### src/rtl/i2c_host_master.sv
// Single-master I2C controller: one-byte register writes and reads to a 7-bit slave address.
// Optional macro I2C_MASTER_STRETCH_EN: wait for the real SCL at every low-to-released quarter.
module i2c_host_master #(
    parameter int QTR = 25
) (
    input  logic       clk,
    input  logic       rst_n,
    input  logic       cmd_valid,
    output logic       cmd_ready,
    input  logic       cmd_rw,
    input  logic [6:0] cmd_dev_addr,
    input  logic [7:0] cmd_reg_addr,
    input  logic [7:0] cmd_wdata,
    output logic       rsp_valid,
    output logic [7:0] rsp_rdata,
    output logic       rsp_nack,
    output logic       busy,
    input  logic       scl_i,
    input  logic       sda_i,
    output logic       scl_oe,
    output logic       sda_oe
);

    localparam logic [7:0] QTR_M1 = 8'(QTR - 1);

    typedef enum logic [3:0] {
        IDLE, START, TX_BYTE, RX_ACK, RSTART, RX_BYTE, TX_NACK, STOP, DONE
    } state_t;

    typedef struct packed {
        logic       rw;
        logic [6:0] dev;
        logic [7:0] rega;
        logic [7:0] wdata;
    } cmd_t;

    state_t     state, state_nx;
    cmd_t       cmd_q;
    logic [7:0] div_q;
    logic [1:0] qtr_q;
    logic [3:0] bit_q;
    logic [1:0] byte_q;
    logic [7:0] tx_sr;
    logic [7:0] rx_sr;
    logic       nack_q;
    logic [1:0] sda_sync;
    logic       sda_s;
    logic       accept;
    logic       stall;
    logic       sym_end;
    logic       scl_d, sda_d;

    assign sda_s  = sda_sync[1];
    assign accept = cmd_valid & cmd_ready;

    always_ff @(posedge clk) begin
        if (!rst_n) sda_sync <= 2'b11;
        else        sda_sync <= {sda_sync[0], sda_i};
    end

`ifdef I2C_MASTER_STRETCH_EN
    logic [1:0] scl_sync;
    logic       rise_q;

    always_ff @(posedge clk) begin
        if (!rst_n) scl_sync <= 2'b11;
        else        scl_sync <= {scl_sync[0], scl_i};
    end

    // Quarters where SCL is released after being driven low; a slave may hold it.
    always_comb begin
        rise_q = 1'b0;
        unique case (state)
            TX_BYTE, RX_ACK, RX_BYTE, TX_NACK, STOP: rise_q = (qtr_q == 2'd2);
            RSTART:                                  rise_q = (qtr_q == 2'd1);
            default:                                 rise_q = 1'b0;
        endcase
    end

    assign stall = rise_q && (div_q == 8'd0) && !scl_sync[1];
`else
    logic unused_scl;
    assign unused_scl = scl_i;
    assign stall      = 1'b0;
`endif

    assign sym_end = !stall && (div_q == QTR_M1) && (qtr_q == 2'd3);

    // Quarter sequencer, parked at zero outside a transaction
    always_ff @(posedge clk) begin
        if (!rst_n) begin
            div_q <= 8'd0;
            qtr_q <= 2'd0;
        end else if (state == IDLE || state == DONE) begin
            div_q <= 8'd0;
            qtr_q <= 2'd0;
        end else if (!stall) begin
            if (div_q == QTR_M1) begin
                div_q <= 8'd0;
                qtr_q <= qtr_q + 2'd1;
            end else begin
                div_q <= div_q + 8'd1;
            end
        end
    end

    always_ff @(posedge clk) begin
        if (!rst_n) state <= IDLE;
        else        state <= state_nx;
    end

    always_comb begin
        state_nx = state;
        unique case (state)
            IDLE:    if (accept) state_nx = START;
            START:   if (sym_end) state_nx = TX_BYTE;
            TX_BYTE: if (sym_end && bit_q == 4'd0) state_nx = RX_ACK;
            RX_ACK: begin
                if (sym_end) begin
                    if (sda_s) begin
                        state_nx = STOP;
                    end else begin
                        unique case (byte_q)
                            2'd0:    state_nx = TX_BYTE;
                            2'd1:    state_nx = cmd_q.rw ? RSTART : TX_BYTE;
                            default: state_nx = cmd_q.rw ? RX_BYTE : STOP;
                        endcase
                    end
                end
            end
            RSTART:  if (sym_end) state_nx = TX_BYTE;
            RX_BYTE: if (sym_end && bit_q == 4'd0) state_nx = TX_NACK;
            TX_NACK: if (sym_end) state_nx = STOP;
            STOP:    if (sym_end) state_nx = DONE;
            DONE:    state_nx = IDLE;
            default: state_nx = IDLE;
        endcase
    end

    // byte_q: 0 = {dev,W}, 1 = reg, 2 = wdata (write) or {dev,R} (read)
    always_ff @(posedge clk) begin
        if (!rst_n) begin
            cmd_q     <= '0;
            bit_q     <= 4'd0;
            byte_q    <= 2'd0;
            tx_sr     <= 8'd0;
            rx_sr     <= 8'd0;
            nack_q    <= 1'b0;
            rsp_rdata <= 8'd0;
            rsp_nack  <= 1'b0;
        end else begin
            unique case (state)
                IDLE: begin
                    if (accept) begin
                        cmd_q  <= '{rw: cmd_rw, dev: cmd_dev_addr, rega: cmd_reg_addr, wdata: cmd_wdata};
                        byte_q <= 2'd0;
                        nack_q <= 1'b0;
                        rx_sr  <= 8'd0;
                    end
                end
                START: begin
                    if (sym_end) begin
                        tx_sr <= {cmd_q.dev, 1'b0};
                        bit_q <= 4'd7;
                    end
                end
                TX_BYTE: begin
                    if (sym_end) begin
                        tx_sr <= {tx_sr[6:0], 1'b0};
                        bit_q <= bit_q - 4'd1;
                    end
                end
                RX_ACK: begin
                    if (sym_end) begin
                        if (sda_s) begin
                            nack_q <= 1'b1;
                        end else begin
                            byte_q <= byte_q + 2'd1;
                            bit_q  <= 4'd7;
                            if (byte_q == 2'd0)                    tx_sr <= cmd_q.rega;
                            else if (byte_q == 2'd1 && !cmd_q.rw) tx_sr <= cmd_q.wdata;
                        end
                    end
                end
                RSTART: begin
                    if (sym_end) begin
                        tx_sr <= {cmd_q.dev, 1'b1};
                        bit_q <= 4'd7;
                    end
                end
                RX_BYTE: begin
                    if (sym_end) begin
                        rx_sr <= {rx_sr[6:0], sda_s};
                        bit_q <= bit_q - 4'd1;
                    end
                end
                STOP: begin
                    if (sym_end) begin
                        rsp_rdata <= (cmd_q.rw && !nack_q) ? rx_sr : 8'd0;
                        rsp_nack  <= nack_q;
                    end
                end
                default: ;
            endcase
        end
    end

    // Line shape per symbol and quarter; 1 = pull low
    always_comb begin
        scl_d = 1'b0;
        sda_d = 1'b0;
        unique case (state)
            START: begin
                sda_d = (qtr_q >= 2'd2);
            end
            TX_BYTE: begin
                scl_d = (qtr_q < 2'd2);
                sda_d = ~tx_sr[7];
            end
            RX_ACK, RX_BYTE, TX_NACK: begin
                scl_d = (qtr_q < 2'd2);
            end
            RSTART: begin
                scl_d = (qtr_q == 2'd0);
                sda_d = (qtr_q >= 2'd2);
            end
            STOP: begin
                scl_d = (qtr_q < 2'd2);
                sda_d = (qtr_q < 2'd3);
            end
            default: ;
        endcase
    end

    // Registered pad enables keep decode glitches off the bus
    always_ff @(posedge clk) begin
        if (!rst_n) begin
            scl_oe    <= 1'b0;
            sda_oe    <= 1'b0;
            cmd_ready <= 1'b0;
        end else begin
            scl_oe    <= scl_d;
            sda_oe    <= sda_d;
            cmd_ready <= (state_nx == IDLE);
        end
    end

    assign rsp_valid = (state == DONE);
    assign busy      = (state != IDLE);

endmodule

### config.mk
export PLATFORM = sky130hd
export DESIGN_NAME = i2c_host_master
export DESIGN_NICKNAME = d
export VERILOG_FILES = /design/src/rtl/i2c_host_master.sv
export SDC_FILE = /design/constraint.sdc
export NUM_CORES = 1
export LEC_CHECK = 0
export BUFFER_PORTS_ARGS = -buffer_cell sky130_fd_sc_hd__buf_4
export CAP_MARGIN = 0
export CORE_UTILIZATION = 35
export CTS_CLUSTER_DIAMETER = 100
export DETAILED_ROUTE_END_ITERATION = 16
export GPL_TIMING_DRIVEN = 0
export HOLD_SLACK_MARGIN = 0.03
export PLACE_DENSITY_LB_ADDON = 0.15
export SYNTH_ARGS = -nofsm -noshare
export SYNTH_HDL_FRONTEND = slang
export SYNTH_SLANG_ARGS = --single-unit
### constraint.sdc
create_clock -name clk -period 3.7 [get_ports clk]
set_clock_uncertainty 0.1 [all_clocks]
set_input_delay 0 -clock clk [delete_from_list [all_inputs] [get_ports clk]]
set_output_delay 0 -clock clk [all_outputs]
set_load 0.01 [all_outputs]
==> run_results.csv <==
group,metric,value,unit
placement,portBuffers,41,
yosys,netlist_instances,400,
routing,drt-total-wl,7950,um
yosys,synth_ff_type,"dfxtp_1",
min_path,hold_class,"primary input to register",
yosys,synth_fa_ha_area_share,3.37,%
sta,max_freq,0.395,GHz
global_route,grt_max_degree,15,
run,maxCapViolations,0,
routing,first_pass_iters,4,
final_layout,syn_to_final_growth,29.1,%
placement,preCtsSetupSlack,1190,ps
clock_tree,cts_resized,0,
sta,rsz0062_at_grt,"no",
pwr,pwr-share-comb,8.0,%
sta,hold_slack,109,ps
setup_path,arrival,2690,ps
routing,wl_per_cell,13.0,um
placement,gp_congestion,0.863,
setup_path,crit_required,3870,ps
global_route,grt_pass1_wl,13800,um
sta,relSlewSlack,44.8,%
die,dieWidth,99.7,um
sta,finalSetupViolCount,0,
setup_path,cp-end-kind,"register",
routing,vias_per_cell,4.94,
die,row_count,35,
clock_tree,postCtsSetupBuffers,0,
yosys,async_flop_share,0,%
global_route,grt-ovfl-total,0,
routing,vias,3031,
final_layout,layout_commonest_cell,"dfxtp_1",
final_layout,seqCellArea,1500,um2
routing,remaining_drc_errors,0,
die,fp.dieH,99.7,um
clock_tree,cts_tree,"done",
clock_tree,root_buffer,"clkbuf_8",
final_layout,mostFrequentLayoutCells,"75 x dfxtp_1, 69 x nand2_1, 48 x nor2_1, 43 x a21oi_1, 41 x buf_4",
yosys,netlist_area,3340,um2
pwr,power_switching,0.000396,W
yosys,ys_types,52,
yosys,ys_seq_area_share,44.9,%
run_status,status,"finished, final reports clean",
sta,slew_violations,0,
sta,fin_crit_sh,68.3,%
die,fp.coreArea,9240,um2
setup_path,crit_chain,"inv_1 > ha_1 > or4b_4 > buf_6 > nor4b_1 > mux2i_1 > nor4_1 > nor3b_1",
yosys,yosysWarningCount,0,
routing,detail-route-antenna-nets,0,
sta,layout_setup_ws,1170,ps
setup_path,critPathKind,"register to register",
global_route,track_usage,17.6,%
pwr,swShare,23.4,%
pwr,power.density,392,nW/um2
yosys,synth_compound_area_share,18.4,%
sta,worst_slew_pin_slew,828,ps
final_layout,fill_cells,948,
setup_path,ff2ff_setup_slack,1170,ps
yosys,syn-num-nets,438,
clock_tree,clk_pin_slew,90,ps
final_layout,fin_nets,517,
yosys,syn_avg_cell_area,8.35,um2
yosys,synth_top_family_by_area,"simple AND/OR/NAND/NOR gates",
global_route,antenna_found_initial,0,
final_layout,antenna_cells,0,
placement,dpl.hpwl,5700,um
pwr,seq_power_share,49.2,%
clock_tree,numCtsBuffers,9,
yosys,ys_seq_elements,75,
pwr,pwr-share-clk,42.8,%
sta,period_needed,2530,ps
clock_tree,clk_latency,350,ps
sta,hold_viol,0,
setup_path,crit_fanout,7,
yosys,yosys.area_share.simple,22.2,%
pwr,leakage,1.64,nW
setup_path,crit_family,"simple AND/OR/NAND/NOR gates",
die,start_util,36.2,%
setup_path,cp-start-kind,"register",
final_layout,final_layout_size_suffix_gt1_share,14.3,%
sta,finalSetupTns,0,ps
pwr,ir_drop,0.000194,V
yosys,synth_xor_area_share,1.84,%
yosys,synthMuxAreaShare,4.27,%
routing,drt_iter0_drc,118,
global_route,grt_pass1_vias,2889,
die,pin_count,43,
clock_tree,numClockSinks,75,
clock_tree,cts.htree.levels,3,
clock_tree,cts_buffer_depth,2,
die,dieArea,9940,um2
setup_path,crit_slowest_cell,"or4b_4",
yosys,synth-edff-count,0,
setup_path,cpPeakStageDelay,460,ps
pwr,power.internal,0.00129,W
setup_path,path_buf_inv,2,
final_layout,multi_input_comb_area,1670,um2
## cell families after synthesis
| kind of cell | after synthesis |
|---|---|
| and+or+nand+nor | 161 |
| DFF | 75 |
| AOI/OAI and AO/OA | 94 |
| muxes | 14 |
| adders and majority gates | 9 |
| xor gates and xnor gates | 7 |
| buffers and inverters | 40 |
## worst paths after layout
kind,endpoint,start,cells after the start
min reg2reg,sda_sync[1],sda_sync[0],1
max reg2reg,cmd_ready,div_q[0],8
max,cmd_ready,div_q[0],8
min,cmd_q[15],cmd_valid,5
## registers in the layout, summed over array words and instances (netlist names), 4 cells and up
| signal | count |
|---|---|
| state | 4 |
| rsp_rdata | 8 |
| div_q | 8 |
| tx_sr | 8 |
| bit_q | 4 |
| cmd_q | 24 |
| rx_sr | 8 |
## per-stage QoR
stage               util, %  cells  power [W]  instance area, um2
floorplan                 -    400   0.000915                3340
global placement       41.2    570   0.000964                3810
detailed placement     41.2    570   0.000965                3810
CTS                    46.7    613    0.00171                4310
global route           46.7    613    0.00176                4310
finish                 46.7    613    0.00169                4310
## layout make-up
| type | instances | share of cell area, % |
|---|---|---|
| buffer | 27 | 2.76 |
| multi-input combinational | 285 | 38.8 |
| inverter | 13 | 1.13 |
| tap | 129 | 3.74 |
| clock inverter | 6 | 2.18 |
| timing repair buffer | 68 | 13.4 |
| sequential | 75 | 34.8 |
| clock buffer | 10 | 3.19 |
## cell usage after synthesis (all sizes together) (4+ instances only)
library cell | count | area (um2)
clkbuf | 22 | 82.6
a211oi | 7 | 52.6
inv | 12 | 45.0
a221oi | 7 | 61.3
a22o | 9 | 78.8
nor2b | 4 | 25.0
o211ai | 9 | 67.6
nor3 | 7 | 40.0
nor2 | 48 | 180
mux2i | 12 | 120
buf | 5 | 36.3
dfxtp | 75 | 1500
nand2b | 5 | 31.3
a21oi | 44 | 224
o21ai | 7 | 35.0
nand3 | 6 | 30.0
nand2 | 69 | 259
ha | 9 | 113
xor2 | 4 | 35.0
## layer usage
metal | vias to the layer above | track usage [%] | routed length [um]
met5 | - | 0 | 0
met4 | 0 | 7.92 | 128
met2 | 63 | 28.8 | 3790
met3 | 11 | 2.95 | 254
li1 | 1538 | - | -
met1 | 1419 | 22.6 | 3780
## what timing repair did
action                                  4_1_cts  5_1_grt
endpoints found under the hold margin        32        0
hold buffers                                 27        0
endpoints found under the setup margin        0        0
## power groups by stage
stage               clock network (W)  logic (W)  registers (W)
finish                       0.000723   0.000136       0.000832
detailed placement                  0   0.000113       0.000852
CTS                          0.000746   0.000136       0.000833
floorplan                           0  0.0000656       0.000849
global placement                    0   0.000113       0.000851
global route                 0.000776   0.000152       0.000835
## worst register-to-register path: cells and delay by family (launching register included)
family,cells,cell delay (ps)
DFF,1,340
and+or+nand+nor,4,1520
buffers and inverters,2,210
muxes,1,140
adders and majority gates,1,150
(Power assumes the default switching activity.)
